[src/rtl/simd_pkg.sv]
// Shared SIMD definitions: comparison-unit fn codes, reduction modes and
// the reduction controller state encoding.
package simd_pkg;

  localparam logic [3:0] CMP_EQ  = 4'd0;
  localparam logic [3:0] CMP_NEQ = 4'd1;
  localparam logic [3:0] CMP_GT  = 4'd2;
  localparam logic [3:0] CMP_GTE = 4'd3;
  localparam logic [3:0] CMP_LT  = 4'd4;
  localparam logic [3:0] CMP_LTE = 4'd5;
  localparam logic [3:0] CMP_NOP = 4'b1111;

  localparam logic REDUCE_MAX = 1'b0;
  localparam logic REDUCE_MIN = 1'b1;

  typedef enum logic [1:0] {
    IDLE  = 2'd0,
    FIRST = 2'd1,
    SCAN  = 2'd2,
    DONE  = 2'd3
  } reduce_state_t;

  // Strict comparison so that ties never displace the earlier element.
  function automatic logic [3:0] reduce_fn(input logic mode);
    return (mode == REDUCE_MIN) ? CMP_LT : CMP_GT;
  endfunction

endpackage

[src/rtl/simd_compare_reduce_ctrl.sv]
// Streams a vector through the shared signed comparison unit and reports the
// max (or min) element together with its zero-based index.
module simd_compare_reduce_ctrl
  import simd_pkg::*;
#(
  parameter int BIT_WIDTH     = 32,
  parameter int FUNCTION_BITS = 4,
  parameter int LEN_BITS      = 8
) (
  input  logic                     clk,
  input  logic                     reset,
  input  logic                     start,
  input  logic                     mode,
  input  logic [LEN_BITS-1:0]      len,
  output logic                     busy,
  input  logic                     in_valid,
  output logic                     in_ready,
  input  logic [BIT_WIDTH-1:0]     in_data,
  output logic [FUNCTION_BITS-1:0] cmp_fn,
  output logic [BIT_WIDTH-1:0]     cmp_in0,
  output logic [BIT_WIDTH-1:0]     cmp_in1,
  input  logic [BIT_WIDTH-1:0]     cmp_result,
  output logic                     out_valid,
  input  logic                     out_ready,
  output logic [BIT_WIDTH-1:0]     out_value,
  output logic [LEN_BITS-1:0]      out_index,
  output logic                     out_empty
);

  reduce_state_t               state;
  logic                        mode_r;
  logic [LEN_BITS-1:0]         len_r;
  logic [LEN_BITS-1:0]         count;
  logic [LEN_BITS-1:0]         best_idx;
  logic signed [BIT_WIDTH-1:0] best;
  logic                        empty_r;
  logic                        cmp_unused;

  // Only bit 0 of the unit's output carries the comparison outcome.
  assign cmp_unused = ^cmp_result[BIT_WIDTH-1:1];

  always_ff @(posedge clk or posedge reset) begin
    if (reset) begin
      state    <= IDLE;
      mode_r   <= REDUCE_MAX;
      len_r    <= '0;
      count    <= '0;
      best_idx <= '0;
      best     <= '0;
      empty_r  <= 1'b0;
    end else begin
      case (state)
        IDLE: begin
          if (start) begin
            mode_r <= mode;
            len_r  <= len;
            count  <= '0;
            if (len == '0) begin
              best     <= '0;
              best_idx <= '0;
              empty_r  <= 1'b1;
              state    <= DONE;
            end else begin
              state <= FIRST;
            end
          end
        end
        FIRST: begin
          if (in_valid) begin
            best     <= in_data;
            best_idx <= '0;
            count    <= LEN_BITS'(1);
            empty_r  <= 1'b0;
            state    <= (len_r == LEN_BITS'(1)) ? DONE : SCAN;
          end
        end
        SCAN: begin
          if (in_valid) begin
            if (cmp_result[0]) begin
              best     <= in_data;
              best_idx <= count;
            end
            // Count parks on the last index rather than running past len-1.
            if (count == len_r - LEN_BITS'(1)) state <= DONE;
            else                               count <= count + LEN_BITS'(1);
          end
        end
        DONE: begin
          if (out_ready) state <= IDLE;
        end
        default: state <= IDLE;
      endcase
    end
  end

  assign busy      = (state != IDLE);
  assign in_ready  = (state == FIRST) || (state == SCAN);
  assign out_valid = (state == DONE);
  assign out_value = best;
  assign out_index = best_idx;
  assign out_empty = empty_r;

  // Operands are presented only while scanning; otherwise the unit sees NOP.
  always_comb begin
    cmp_fn  = FUNCTION_BITS'(CMP_NOP);
    cmp_in0 = '0;
    cmp_in1 = '0;
    if (state == SCAN) begin
      cmp_fn  = FUNCTION_BITS'(reduce_fn(mode_r));
      cmp_in0 = in_data;
      cmp_in1 = best;
    end
  end

endmodule
[config.mk]
export PLATFORM = sky130hd
export DESIGN_NAME = simd_compare_reduce_ctrl
export DESIGN_NICKNAME = d
export VERILOG_FILES = /design/src/rtl/simd_pkg.sv /design/src/rtl/simd_compare_reduce_ctrl.sv
export SDC_FILE = /design/constraint.sdc
export NUM_CORES = 1
export LEC_CHECK = 0
export BUFFER_PORTS_ARGS = -buffer_cell sky130_fd_sc_hd__buf_2
export CORE_ASPECT_RATIO = 2
export CORE_UTILIZATION = 45
export CTS_CLUSTER_SIZE = 16
export DETAILED_ROUTE_END_ITERATION = 10
export PLACE_DENSITY = 0.81
export RECOVER_POWER = 25
export SLEW_MARGIN = 20
export SYNTH_ARGS = -nofsm -noshare
export SYNTH_HDL_FRONTEND = slang
export SYNTH_SLANG_ARGS = --single-unit
[constraint.sdc]
create_clock -name clk -period 3.7 [get_ports clk]
set_clock_uncertainty 0.15 [all_clocks]
set_input_delay 0.185 -clock clk [delete_from_list [all_inputs] [get_ports clk]]
set_output_delay 0.185 -clock clk [all_outputs]
set_load 0.005 [all_outputs]
# Yosys cells after proc, flatten, opt, wreduce, memory -nomap -nowiden
# Cells that the tools add are included.
[totals]
input_bits = 78
elab_cells = 66
register_bits = 60
out_inout_bits = 112
[op_classes]
n_mux = 33
n_eq_ne = 13
add_sub_neg = 2
reduce_logical = 11
[ops]
columns = ["cell", "n"]
rows = [
  ["$mux W32", 7],
  ["$pmux W32 S3", 1],
  ["$mux W8", 9],
  ["$pmux W8 S3", 2],
  ["$ne A2 B2 Y1 const B", 7],
  ["$mux W2", 6],
  ["$reduce_and A5 Y1", 2],
  ["$add A8 B1 Y8 const B", 1],
  ["$eq A8 B1 Y1 const B", 1],
  ["$eq A8 B8 Y1", 1],
  ["$logic_not A8 Y1", 1],
  ["$pmux W2 S4", 1],
  ["$sub A8 B1 Y8 const B", 1],
  ["$reduce_and A6 Y1", 1],
  ["$eq A2 B2 Y1 const B", 2],
  ["$mux W1", 4],
  ["$mux W4", 1],
  ["$reduce_and A4 Y1", 1],
  ["$reduce_bool A2 Y1", 2],
  ["$mux W3", 1],
  ["$reduce_bool A3 Y1", 1],
  ["$eq A2 B1 Y1 const B", 1],
  ["$logic_not A2 Y1", 1],
  ["$ne A2 B1 Y1 const B", 1],
  ["other kinds (3)", 3],
]

# Longest topological paths before layout
[depth]
depth_word = 5
mapped_depth = 10
mapped_depth_nobuf = 8

# Least setup slack after synthesis
# Ideal clock, no wire load.
[synth_path]
path_type = "register -> register"
startpoint = "register state[0]"
endpoint = "register count[6]"
stages_incl_launch_ff = 11
t_required_ns = 3.419
n_path_buf = 2
arrival_time_ns = 1.924
slack_ns = 1.496
period_less_slack_ns = 2.204
setup_ns = 0.131
path_cell_list = "dfrtp_1 inv_1 ha_1 clkbuf_1 nor2_1 o22ai_1 or2_2 a41o_4 buf_12 o21ai_2 o41ai_2"
[synth_between]
elab_chain_len = 3
elab_cells_between_ends = 10
classes_between = "eq/ne: 6; mux: 1; reduce/logical: 3"
[synth_lines]
columns = ["item", "line_no", "rtl"]
rows = [
  ["start: declaration", "simd_compare_reduce_ctrl.sv:30", "reduce_state_t state;"],
  ["start signal: assignment", "simd_compare_reduce_ctrl.sv:74", "state <= (len_r == LEN_BITS'(1)) ? DONE : SCAN;"],
  ["$eq A2 B2 Y1, or another cell as far along", "simd_compare_reduce_ctrl.sv:52", "case (state)"],
  ["$ne A2 B2 Y1 (no source line) / $reduce_bool A3 Y1 (equally long branches)", "n/a", ""],
  ["$reduce_and A5 Y1 (no source line)", "n/a", ""],
  ["end signal: assignment", "simd_compare_reduce_ctrl.sv:85", "else count <= count + LEN_BITS'(1);"],
  ["end: declaration", "simd_compare_reduce_ctrl.sv:33", "logic [LEN_BITS-1:0] count;"],
]
# Parallel ways exist; a longest one is shown, timed or not.
# A chain may end at the register's enable or synchronous reset.

# Final worst setup path
# Ends and elaborated chain as after synthesis.

==> metrics.md <==
| Metric | Value |
|---|---|
| Vias per cell | `5.110` |
| Worst hold path class | `in2reg` |
| Die Wd | `63.34 um` |
| P_int | `2.280 mW` |
| Synth-to-Final Area Change | `47.45%` |
| Crit. End Element | `register` |
| Routed WL | `10.01 mm` |
| Final hold violations | `0` |
| Share of layout cells above drive strength 1 | `0.3186` |
| Drt drc | `0` |
| Total power | `3.819 mW` |
| Initial core utilization | `0.4659` |
| Clock power share | `0.242` |
| R2r endpoint | `count[6]` |
| Clk root buf | `clkbuf_16` |
| Hold Crit Depth | `4` |
| Final Util | `0.6870` |
| Yosys warns | `0` |
| Detail Route Antenna Nets | `0` |
| Syn Nets | `475` |
| Total number of vias | `3470` |
| Max cap viols | `0` |
| Hold-fix buffers, CTS | `42` |
| # port buffers | `158` |
| Cell family with most CP delay | `buffers and inverters` |
| Pwr dens | `765.1 mW/mm^2` |
| Clock-pin transition on the worst setup and hold timing paths | `0.05 ns` |
| Ant diodes | `0` |
| FMAX | `382.5 MHz` |
| Post-synth cell types | `42` |
| Cell Chain, Critical Path | `inv_1, ha_2, buf_4, nand2_1, a31oi_1, o21ai_2, o41ai_2` |
| Setup crit end | `count[6]` |
| Initial DRC Count | `193` |
| Critical path data arrival time | `2.68 ns` |
| GPL Wtd Cong | `0.8808` |
| Deepest clock path buffer count | `2` |
| First-pass detailed-route iteration total | `4` |
| Die area | `0.007896 sq mm` |
| Synth top area share | `0.4435` |
| FF-to-FF setup slack | `1.09 ns` |
| # H-tree levels | `3` |
| Final Net Count | `668` |
| Final min period | `2.615 ns` |
| Post-synth top cells | `90 x nand2_1, 64 x and2_1, 60 x dfrtp_1` |
| Sequential power share | `0.281` |
| P_sw | `1.539 mW` |
| Max rail drop VDD | `0.0005093 V` |
| Floorplan Core Area | `0.007267 sq mm` |
| Post-Syn Area | `0.003386 sq mm` |
| Stages on the worst setup path | `7` |
| CTS-repair resized insts | `0` |
| Final setup vio count | `0` |
| Worst R2R Path Depth | `7` |
| Slowest cell delay on critical path | `0.48 ns` |
| Grt ovf | `0` |
| Reg2reg start | `state[0]` |
| Yosys top cell by area | `dfrtp_1` |
| Gate power share | `0.478` |
| CP Launch Point | `state[0]` |
| CTS tree | `done` |
| Buf/Inv on CP | `2` |
| Most numerous cell in the Yosys netlist | `nand2_1` |
| Worst-margin pin slew | `1.423 ns` |
| Core Rows | `44` |
| Post-DP HPWL | `6.531 mm` |
| First-pass GRT wire length | `15.97 mm` |
| Worst-skew pair later-pin latency | `0.32 ns` |
| Yosys reg bits | `60` |
| Switch share | `0.4030` |
| Avg Cell Area, Syn | `8.704 sq um` |
| Sink Count | `60` |
| Seq/Total Area, Yosys | `0.4435` |
| Die height | `124.7 um` |
| Cells after Synth | `389` |
| Io pins | `190` |
| CP Launch Type | `register` |
| P_leak | `2.585 nW` |
| Post-synth EDFFs | `0` |
| Fin Setup TNS | `0 ns` |
| Crit path max fanout | `66` |
| Relative slew slack | `0.05049` |
| Max-slew violations | `0` |
| GRT Total Usage | `0.2598` |
| Post-CTS Setup Inserts | `0` |
| Status | `finished, final reports clean` |
| Top_reg_cell synth | `dfrtp_1` |
| Slowest CP cell | `buf_4` |
| Initial antenna violation count | `0` |
| Vias in the first global route | `3411` |
| Pin count of the biggest net entering global routing | `67` |
| FFs w/ async S/R, synth | `1.000` |
| Final Cycle Share | `0.7067` |
| CP Data Required Time | `3.77 ns` |
| Inserted Clock Buffers | `9` |
| Drt wl/cell | `14.75 um` |
| RSZ-0062 raised after global routing | `no` |
| Top post-synthesis cells by area | `dfrtp_1 44%, and2_1 12%, nand2_1 10%, o21ai_1 5.6%, mux2_2 3.0%` |
| Crit Path Category | `reg2reg` |
-- per-layer routing --
layer / vias to the layer above / routed length (um) / part of all wire / track usage
li1: 1666 / - / - / -
met1: 1629 / 3757 / 0.38 / 0.2811
met2: 150 / 5452 / 0.54 / 0.4712
met3: 25 / 527 / 0.053 / 0.04579
met4: 0 / 275 / 0.027 / 0.1230
met5: - / 0 / 0 / 0
-- how the worst min path moves through the flow --
stage	start	end	slack [ns]
floorplan	in_data[0]	out_value[0]	0.17
global placement	reset	out_index[3]	0.22
detailed placement	reset	out_index[3]	0.24
CTS	in_valid	out_empty	0.01
global route	in_valid	out_empty	0.03
finish	in_valid	out_empty	0.03
-- cells in the final DEF, fill, tap and decap left out, types with 3 or more instances in the layout --
cell / n
buf_2: 141
nand3_1: 5
mux2_2: 9
o21ai_1: 38
o21ai_0: 13
dfrtp_1: 60
clkbuf_8: 3
nor3_1: 4
nor2_1: 14
buf_4: 6
and3_1: 4
clkbuf_1: 16
ha_1: 7
clkbuf_16: 9
and2_1: 64
xnor2_1: 6
o21ai_2: 3
dlygate4sd3_1: 42
a21oi_1: 3
inv_1: 9
nand2_1: 90
a31oi_1: 4
-- flip-flops by register name, indices dropped and copies added (netlist names) --
signal     cells
out_empty      1
out_index      8
len_r          8
count          8
mode_r         1
state          2
out_value     32
-- per-stage QoR --
stage	area (sq um)	instances	setup WS (ns)	hold WS [ns]
detailed placement	4257	621	1.155	0.2375
CTS	5014	679	1.114	0.01350
global placement	4257	621	1.285	0.2205
floorplan	3386	389	1.496	0.1708
global route	4992	679	0.8411	0.02966
finish	4992	679	1.085	0.02777
-- worst reg2reg max path: stages, from the launching register on --
cell and delay [ns]:
dfrtp_1 0.43, inv_1 0.18, ha_2 0.36, buf_4 0.49, nand2_1 0.43, a31oi_1 0.31
o21ai_2 0.10, o41ai_2 0.06
-- area by class of cell --
cell class	instances	area (sq um)
Tap cell	92	115.1
Multi-Input combinational cell	295	1750
Clock inverter	4	70.07
Inverter	9	33.78
Fill cell	581	2275
Sequential cell	60	1501
Clock buffer	12	266.5
Timing Repair Buffer	207	1255
-- power by group through the flow --
stage               clock network (mW)  registers, mW  logic, mW
global route                     0.960           1.10       2.02
CTS                              0.937           1.07       1.83
global placement                     0           1.07       1.73
finish                           0.923           1.07       1.82
detailed placement                   0           1.08       1.79
floorplan                            0           1.04       1.21
-- cell families after synthesis --
| family | Yosys count | share of synthesized area |
|---|---|---|
| DFF | 60 | 0.4435 |
| adders and majority gates | 8 | 0.02957 |
| and+or+nand+nor | 195 | 0.2886 |
| buffers and inverters | 34 | 0.04361 |
| muxes | 11 | 0.03585 |
| xor gates and xnor gates | 9 | 0.02735 |
| AOI/OAI and AO/OA | 72 | 0.1316 |
Power figures use the tool's default switching activity.
